==> src/rtl/ins_fetch_unit.sv <==
// Instruction fetch unit: drives the instruction RAM read address, absorbs the RAM's
// one-edge read latency and presents a valid/ready instruction stream to the core.

module ins_fetch_unit_checker #(
  parameter int DEPTH      = 256,
  parameter int ADDR_WIDTH = $clog2(DEPTH)
) (
  input logic                  clk,
  input logic                  rstN,
  input logic                  active,
  input logic                  jump,
  input logic [ADDR_WIDTH-1:0] jump_addr
);

  // A jump that will be taken must target an address inside the RAM.
  jump_in_range_a : assert property (
    @(posedge clk) disable iff (!rstN)
    (active && jump) |-> ({1'b0, jump_addr} < (ADDR_WIDTH + 1)'(DEPTH))
  ) else $error("jump_addr outside instruction RAM");

endmodule

module ins_fetch_unit #(
  parameter int WIDTH      = 8,
  parameter int DEPTH      = 256,
  parameter int ADDR_WIDTH = $clog2(DEPTH),
  parameter int START_ADDR = 0
) (
  input  logic                  clk,
  input  logic                  rstN,
  input  logic                  start,
  input  logic                  halt,
  input  logic                  jump,
  input  logic [ADDR_WIDTH-1:0] jump_addr,
  output logic [ADDR_WIDTH-1:0] ram_addr,
  input  logic [WIDTH-1:0]      ram_data,
  output logic                  ins_valid,
  input  logic                  ins_ready,
  output logic [WIDTH-1:0]      ins_out,
  output logic [ADDR_WIDTH-1:0] ins_pc,
  output logic                  busy
);

  localparam logic [ADDR_WIDTH-1:0] START_PC = ADDR_WIDTH'(START_ADDR);
  localparam logic [ADDR_WIDTH-1:0] LAST_PC  = ADDR_WIDTH'(DEPTH - 1);

  typedef enum logic {
    ST_IDLE = 1'b0,
    ST_RUN  = 1'b1
  } state_t;

  state_t                state_r, state_s;
  logic [ADDR_WIDTH-1:0] req_pc_r, req_pc_s;
  logic [ADDR_WIDTH-1:0] resp_pc_r, resp_pc_s;
  logic                  resp_valid_r, resp_valid_s;
  logic                  stall_s;

  // Explicit compare so DEPTH need not be a power of two.
  function automatic logic [ADDR_WIDTH-1:0] next_pc(input logic [ADDR_WIDTH-1:0] pc);
    if (pc == LAST_PC) begin
      return '0;
    end else begin
      return pc + ADDR_WIDTH'(1);
    end
  endfunction

  assign stall_s = resp_valid_r & ~ins_ready;
  // While stalled, re-present the held address so ram_data keeps matching ins_pc.
  assign ram_addr  = stall_s ? resp_pc_r : req_pc_r;
  assign ins_out   = ram_data;
  assign ins_pc    = resp_pc_r;
  assign ins_valid = resp_valid_r;
  assign busy      = (state_r == ST_RUN);

  // State and fetch pointer registers.
  always_ff @(posedge clk or negedge rstN) begin
    if (!rstN) begin
      state_r      <= ST_IDLE;
      req_pc_r     <= START_PC;
      resp_pc_r    <= '0;
      resp_valid_r <= 1'b0;
    end else begin
      state_r      <= state_s;
      req_pc_r     <= req_pc_s;
      resp_pc_r    <= resp_pc_s;
      resp_valid_r <= resp_valid_s;
    end
  end

  // Next-state logic; in RUN halt outranks jump, which outranks advancing.
  always_comb begin
    state_s      = state_r;
    req_pc_s     = req_pc_r;
    resp_pc_s    = resp_pc_r;
    resp_valid_s = resp_valid_r;
    case (state_r)
      ST_IDLE: begin
        resp_valid_s = 1'b0;
        if (start) begin
          state_s  = ST_RUN;
          req_pc_s = START_PC;
        end else begin
          state_s  = ST_IDLE;
        end
      end
      ST_RUN: begin
        if (halt) begin
          if (!stall_s) begin
            resp_valid_s = 1'b0;
            state_s      = ST_IDLE;
          end else begin
            state_s      = ST_RUN;
          end
        end else if (jump) begin
          req_pc_s     = jump_addr;
          resp_valid_s = 1'b0;
        end else if (!stall_s) begin
          resp_pc_s    = req_pc_r;
          resp_valid_s = 1'b1;
          req_pc_s     = next_pc(req_pc_r);
        end else begin
          resp_valid_s = resp_valid_r;
        end
      end
      default: begin
        state_s      = ST_IDLE;
        req_pc_s     = START_PC;
        resp_pc_s    = '0;
        resp_valid_s = 1'b0;
      end
    endcase
  end

  ins_fetch_unit_checker #(
    .DEPTH      (DEPTH),
    .ADDR_WIDTH (ADDR_WIDTH)
  ) u_checker (
    .clk       (clk),
    .rstN      (rstN),
    .active    (busy & ~halt),
    .jump      (jump),
    .jump_addr (jump_addr)
  );

endmodule
==> config.mk <==
export PLATFORM = sky130hd
export DESIGN_NAME = ins_fetch_unit
export DESIGN_NICKNAME = d
export VERILOG_FILES = /design/src/rtl/ins_fetch_unit.sv
export SDC_FILE = /design/constraint.sdc
export NUM_CORES = 1
export LEC_CHECK = 0
export ABC_CLOCK_PERIOD_IN_PS = 1250
export CAP_MARGIN = 20
export CORE_ASPECT_RATIO = 0.75
export CORE_MARGIN = 10
export CORE_UTILIZATION = 38
export DETAILED_ROUTE_END_ITERATION = 10
export GPL_TIMING_DRIVEN = 0
export PLACE_DENSITY = 0.81
export SYNTH_ARGS = -nofsm -noshare
export SYNTH_HDL_FRONTEND = slang
export SYNTH_HIERARCHICAL = 1
export SYNTH_SLANG_ARGS = --single-unit
==> constraint.sdc <==
create_clock -name clk -period 1.25 [get_ports clk]
set_input_delay 0.1875 -clock clk [delete_from_list [all_inputs] [get_ports clk]]
set_output_delay 0.1875 -clock clk [all_outputs]
set_load 0.03 [all_outputs]
==> results <==
[sequential cells by signal, indices dropped and copies added (netlist names)]
name / flops
ins_pc: 8
ins_valid: 1
busy: 1
req_pc_r: 8
[cell type report]
type / count / area (µm²) / share of cell area, %
repair buffers: 51 / 483 / 24.8
multi-input cells: 93 / 785 / 40.3
clock buffers: 4 / 55.1 / 2.83
inverters: 2 / 7.51 / 0.386
flip-flops and latches: 18 / 455 / 23.4
plain buffers: 13 / 116 / 5.98
well taps: 36 / 45.0 / 2.31
[worst reg2reg max path, cell delays in order (launching register included)]
cell and delay, ns:
sky130_fd_sc_hd__dfrtp_2 0.44, sky130_fd_sc_hd__buf_4 0.15, sky130_fd_sc_hd__nor3b_1 0.15, sky130_fd_sc_hd__o31ai_4 0.31, sky130_fd_sc_hd__o21ai_1 0.14, sky130_fd_sc_hd__a21o_1 0.17
[metal layers]
metal / global-route usage [%] / up-vias
met2: 22.5 / 39
met1: 16.5 / 560
li1: - / 546
met3: 4.01 / 6
met5: 0 / -
met4: 4.66 / 0
[cells in the mapped netlist (3+ instances only)]
library cell	count
sky130_fd_sc_hd__nand2_1	26
sky130_fd_sc_hd__dfrtp_1	18
sky130_fd_sc_hd__a21oi_1	8
sky130_fd_sc_hd__buf_4	8
sky130_fd_sc_hd__mux2_2	8
sky130_fd_sc_hd__nand3_1	6
sky130_fd_sc_hd__nor2_1	6
sky130_fd_sc_hd__nand2b_1	4
sky130_fd_sc_hd__o21ai_1	4
sky130_fd_sc_hd__o2bb2ai_1	3
[cell families after synthesis]
family,after synthesis,share of synthesized area (%)
simple gates,55,23.8
compound gates,28,16.9
flops,18,40.0
buf+inv,15,9.23
mux,9,8.90
fa+ha+maj,1,1.11
[power by group]
part | internal, mW | switching, mW | total (mW)
clock | 0.280 | 0.201 | 0.481
combinational | 0.662 | 0.751 | 1.41
sequential | 0.735 | 0.228 | 0.963
total | 1.68 | 1.18 | 2.86
[per-stage QoR]
step	instance area, µm²	util, %	hold WS, ns	instances
2_1_floorplan	1250	-	-0.108	126
6_report	1950	71.5	0.334	217
3_5_place_dp	1670	61.5	0.547	200
3_3_place_gp	1670	61.5	0.536	200
5_1_grt	1950	71.5	0.356	217
4_1_cts	1880	69.1	0.333	213
[worst min path at each step]
stage	start	to	slack (ns)
6_report	jump	req_pc_r[1]	0.33
3_3_place_gp	ins_pc[5]	ins_pc[5]	0.54
4_1_cts	jump	req_pc_r[6]	0.33
2_1_floorplan	rstN	busy	-0.11
5_1_grt	jump	req_pc_r[1]	0.36
3_5_place_dp	busy	busy	0.55
[repair_timing]
item                       in CTS  in global routing
setup endpoints to repair      34                 31
setup buffers                   7                  5
gates cloned                    2                  0
pin swaps                       2                  6
gates resized for setup       100                 27
==> flow_metrics.env <==
export IMPL_run_status="finished with violations"
export IMPL_violations="setup timing"
export IMPL_timing_max_transition_violations_final=0
export IMPL_fill_cells=195
export IMPL_netlist_top_cell_by_area="sky130_fd_sc_hd__dfrtp_1"
export IMPL_cp_cell_sequence="nor2b_4, buf_6, nand2_2, nand2_4, buf_6"
export IMPL_grt_max_degree=19
export IMPL_end_point_of_the_critical_path="ram_addr[6]"
export IMPL_cts_sinks=18
export IMPL_synth_top_cell_area_share_pct=40.0
export IMPL_critPathMaxFanout=5
export IMPL_tritoncts="built"
export IMPL_synth_distinct_cells=34
export IMPL_wl_met1_mm=1.73
export IMPL_power_ir_vdd_worst_mv=0.961
export IMPL_largest_delay_contributor_family_on_the_critical_path="flip-flops"
export IMPL_ant_nets=0
export IMPL_netlist_area_um2=1120
export IMPL_post_synth_main_area_contributors="sky130_fd_sc_hd__dfrtp_1 40%, sky130_fd_sc_hd__nand2_1 8.7%, sky130_fd_sc_hd__mux2_2 8.0%, sky130_fd_sc_hd__buf_4 5.3%, sky130_fd_sc_hd__a21oi_1 3.6%"
export IMPL_fin_tns_setup_ns=-3.46
export IMPL_routed_wire_length_per_instance_um=17.8
export IMPL_detail_route_iter0_violations=86
export IMPL_critical_path_buf_inv_count=2
export IMPL_worst_path_max_delay_cell="sky130_fd_sc_hd__dfrtp_2"
export IMPL_power_leakage_nw=0.915
export IMPL_via_count=1151
export IMPL_clock_root_buffer="sky130_fd_sc_hd__clkbuf_8"
export IMPL_hold_class="in -> reg"
export IMPL_synth_net_count=149
export IMPL_gpl_final_weighted_congestion=0.866
export IMPL_async_flop_share_pct=100
export IMPL_worst_setup_path_end_kind="primary output"
export IMPL_drive_gt1_share_pct=48.1
export IMPL_design_power_total_mw=2.86
export IMPL_port_buffers=38
export IMPL_crit_start="ins_valid"
export IMPL_clock_skew_final_ns=0.00121
export IMPL_warning_count_from_the_yosys_run=6
export IMPL_vias_in_the_first_global_route=1264
export IMPL_detailedRoute_firstPassIterationCount=4
export IMPL_worst_skew_pair_later_pin_latency_ns=0.26
export IMPL_arrival_time_of_the_worst_setup_path_ns=1.29
export IMPL_met2WireLength_mm=1.84
export IMPL_areaGrowthSynthToFinish_pct=73.1
export IMPL_mostFrequentLayoutCells="18 x sky130_fd_sc_hd__clkdlybuf4s50_1, 15 x sky130_fd_sc_hd__buf_6, 15 x sky130_fd_sc_hd__buf_4, 14 x sky130_fd_sc_hd__nand2_4, 14 x sky130_fd_sc_hd__dfrtp_1"
export IMPL_globalRoute_totalOverflow=0
export IMPL_avgSynthCellArea_um2=8.93
export IMPL_synth_edf_count=0
export IMPL_critPathMaxStageDelay_ns=0.41
export IMPL_std_cell_rows=16
export IMPL_cp_data_required_time_ns=1.06
export IMPL_coreArea_um2=2720
export IMPL_power_density_cell_area_nw_per_um2=1470
export IMPL_capture_point_of_the_worst_reg_to_reg_path="req_pc_r[3]"
export IMPL_maximum_clock_insertion_buffer_count=2
export IMPL_gr_usage_all_layers_pct=13.5
export IMPL_maxCapViolCount=0
export IMPL_grt_setup_unrepaired="true"
export IMPL_post_dp_hpwl_mm=2.60
export IMPL_ctsHtreeMaxLevel=1
export IMPL_cts_buffers=3
export IMPL_postSynth_topFlopCell="sky130_fd_sc_hd__dfrtp_1"
export IMPL_met3RoutedLength_um=218
export IMPL_die_y_um=67.1
export IMPL_setup_viol_count_final=23
export IMPL_design_final_nets=205
export IMPL_initial_utilization_pct=41.3
export IMPL_fp_dieW_um=82.8
export IMPL_r2r_worst_path_cells=5
export IMPL_postLayoutSetupSlackWorst_ns=-0.229
export IMPL_timing_worst_setup_path_type="reg -> out"
export IMPL_min_delay_path_depth=3
export IMPL_top_routing_layer_used="met4"
export IMPL_ff2ff_setup_slack_ns=-0.22
export IMPL_antenna_cells_inserted=0
export IMPL_period_minus_slack_ns=1.48
export IMPL_num_io_pins=48
export IMPL_worst_slew_pin_transition_ns=0.845
export IMPL_crit_top_cell="sky130_fd_sc_hd__buf_6"
export IMPL_mostFrequentLayoutCell="sky130_fd_sc_hd__clkdlybuf4s50_1"
export IMPL_min_period_over_period_pct=118
export IMPL_remaining_drc_errors=0
export IMPL_detail_route_wirelength_mm=3.85
export IMPL_holdBufCountCts=0
export IMPL_synth_ff_latch_count=18
export IMPL_achievable_frequency_mhz=676
export IMPL_worst_setup_path_start_kind="register"
export IMPL_worst_setup_hold_path_clk_slew_ns=0.07
export IMPL_design_die_area_um2=5560
export IMPL_max_slew_margin_pct=43.5
export IMPL_postSynthCellCount=126
export IMPL_synth_sequential_area_ratio_pct=40.0
export IMPL_grt_pass1_wl_mm=6.29
export IMPL_final_hold_violation_count=0
export IMPL_path_depth=5
export IMPL_vias_per_cell=5.30
export IMPL_pre_cts_ws_ns=-0.952
export IMPL_startpoint_of_the_worst_register_to_register_path="ins_valid"
export IMPL_grt_antenna_before_repair=0
Power figures use the tool's default switching activity.
==> RTL edit: new RTL, config.mk and constraints unchanged <==
`DEPTH` is set to 256 in 2 places; all go to 512.
--- a/src/rtl/ins_fetch_unit.sv
+++ b/src/rtl/ins_fetch_unit.sv
@@ -4,3 +4,3 @@
 module ins_fetch_unit_checker #(
-  parameter int DEPTH      = 256,
+  parameter int DEPTH      = 512,
   parameter int ADDR_WIDTH = $clog2(DEPTH)
@@ -24,3 +24,3 @@
   parameter int WIDTH      = 8,
-  parameter int DEPTH      = 256,
+  parameter int DEPTH      = 512,
   parameter int ADDR_WIDTH = $clog2(DEPTH),
Interface: changed (resized ins_pc, jump_addr and ram_addr); port bits go from 48 to 51. The function was not compared with the original's and may differ.
==> RTL edit against the unedited design <==
The flow still finishes with violations (setup timing). Setup slack got worse by 0.37 ns. Fmax shrank 20%. Sequential cell count rose by 2. Routed wire length is 21% higher. Non-clock buffer count grew 13. Register-to-register slack worse by 0.38 ns. Area after synthesis rose by 8.9%. Die area grew 6.5%. Total power up 5.1%. Final cell count grew 11%. Cell area up 16%. Critical endpoint is now req_pc_r[4]. Highest routed layer unchanged.
==> RTL edit: results (changes against the unedited design) <==
Synthesis
  – Ys async rst share: 1.000 (unchanged)
  – Synth warn: 6 (unchanged)
  – Yosys cell types: 33 (-2.9%)
  – Largest cells by area after synthesis: dfrtp_1, mux2_2, nand2_1
  – Main synth FF type: dfrtp_1
  – Seq/Total Area, Yosys: 0.4086 (+0.008135)
  – Synth top cells by count: nand2_1, dfrtp_1, o21ai_0, mux2_2, buf_4
  – Syn nets: 162 (+8.7%)

Placed design
  – Final HPWL DP: 2884 µm (+11%)
  – RePlAce Congestion: 0.8778 (+1.4%)
  – Port Buf Inserts: 41 (+7.9%)

Detailed routing
  – Vias: 1359 (+18%)
  – DRT Pass-1 Iters: 4 (unchanged)
  – Starting DRT DRC Count: 146 (+70%)
  – Final WL: 4643 µm (+21%)

CTS
  – CTS Root Cell: clkbuf_8
  – Clk slew on worst S/H paths: 0.08 ns
  – Inserted Clock Buffers: 3 (unchanged)
  – Worst skew pair latency: 0.26 ns (about the same)
  – H-tree depth: 1 (unchanged)
  – Longest Clk Path Bufs: 2 (unchanged)

Pwr
  – Pleak: 1.090 nW (+19%)
  – Worst VDD drop: 1.070 mV (+11%)

Worst setup path
  – Slowest CP cell: dfrtp_2
  – Crit Path Max Fanout: 5 (unchanged)
  – CP arrival: 2.02 ns (+0.73 ns)
  – Crit-path max cell delay: 0.44 ns (+0.03 ns)

Worst hold path
  – Hold Path Class: in2async

STA
  – Final worst setup slack: -0.6001 ns (-0.3713 ns)
  – Setup_tns: -9.397 ns (-5.938 ns)
  – Final setup violating endpoints: 27 (+17%)
  – Worst-margin pin slew: 0.9626 ns (+0.1176 ns)
  – Hold Vio Cnt, Final: 0 (unchanged)
  – Final clock skew: 0.008618 ns (+0.007408 ns)

Layout
  – Ant. Diodes: 0 (unchanged)
  – Layout cells sized above 1: 0.5419 (+0.06121)
  – # fillers: 192 (-1.5%)
  – Final nets: 229 (+12%)

Outcome
  – Violated checks: setup timing
  – Status: complete, but fails checks

GRT
  – Initial antenna violation count: 0 (unchanged)
  – First-pass GRT wire length: 7182 µm (+14%)
  – Largest net degree at the start of global routing: 21 (+2)
  – Total track usage: 0.1452 (+0.009744)
[RTL edit: cell types whose count changed after synthesis, moves of 3 or more]
cell	change
a21oi_1	-3
and3_1	+3
o21ai_0	+8
o21ai_1	-4
o2bb2ai_1	-3
[RTL edit: metrics by stage]
step / hold WS [ns] / setup slack, ns / cell area [µm²] / util / std cells
after floorplan: -0.1081 / -0.4444 / 1416 / - / 137
after global placement: 0.5165 / -1.001 / 1874 / 0.6205 / 216
after detailed placement: 0.5288 / -1.025 / 1874 / 0.6205 / 216
after CTS: 0.3561 / -0.5579 / 2220 / 0.7349 / 238
after global routing: 0.1401 / -0.7014 / 2250 / 0.7448 / 241
final: 0.06215 / -0.6001 / 2250 / 0.7448 / 241
[RTL edit: final timing paths]
kind                             start  slack [ns]  cells after the start          end
hold / removal                    rstN        0.06                      1  req_pc_r[8]
setup reg to reg           req_pc_r[0]       -0.60                      8  req_pc_r[4]
min in group clk                  halt        0.39                      2         busy
hold reg to reg            req_pc_r[6]        0.54                      1    ins_pc[6]
max in group asynchronous         rstN        0.53                      1  req_pc_r[4]
setup / recovery           req_pc_r[0]       -0.60                      8  req_pc_r[4]
[RTL edit: logic make-up after synthesis]
| logic type | count (synthesis) | synth area share |
|---|---|---|
| and+or+nand+nor | 60 | 0.2574 |
| DFF | 20 | 0.4086 |
| AOI/OAI and AO/OA | 27 | 0.1379 |
| muxes | 10 | 0.09193 |
| buffers and inverters | 18 | 0.08376 |
| adders and majority gates | 2 | 0.02043 |
[RTL edit: critical path: cells and delay by family, from the launching register on]
family,cells,cell delay [ns]
compound gates,2,0.25
fa+ha+maj,2,0.33
flops,1,0.44
simple gates,4,0.74
[RTL edit: cell type report]
type	count	area share
plain buffers	13	0.05172
clock buffers	4	0.02002
inverters	3	0.005006
multi-input cells	99	0.3893
flip-flops and latches	20	0.2253
well taps	38	0.02113
repair buffers	64	0.2875
[RTL edit: where the power goes]
part	total, mW	leakage [nW]	internal [mW]	switching, mW
Sequential	1.02	0.257	0.801	0.214
Clock	0.451	0.0228	0.227	0.224
Combinational	1.54	0.810	0.729	0.807
[RTL edit: repair_timing]
| item | CTS | global route |
|---|---|---|
| resized for setup | 125 | 24 |
| endpoints found under the hold margin | 0 | 0 |
| setup buffers | 18 | 4 |
| endpoints found under the setup margin | 38 | 37 |
| hold buffers | 0 | 0 |
| pin swaps | 19 | 10 |
| cloned | 1 | 0 |
[RTL edit: per-layer routing]
| metal | vias to the layer above | GRT usage | wire [µm] |
|---|---|---|---|
| li1 | 613 | - | - |
| met4 | 0 | 0.03080 | 58 |
| met3 | 8 | 0.05855 | 476 |
| met5 | - | 0 | 0 |
| met1 | 668 | 0.1637 | 1837 |
| met2 | 70 | 0.2492 | 2270 |
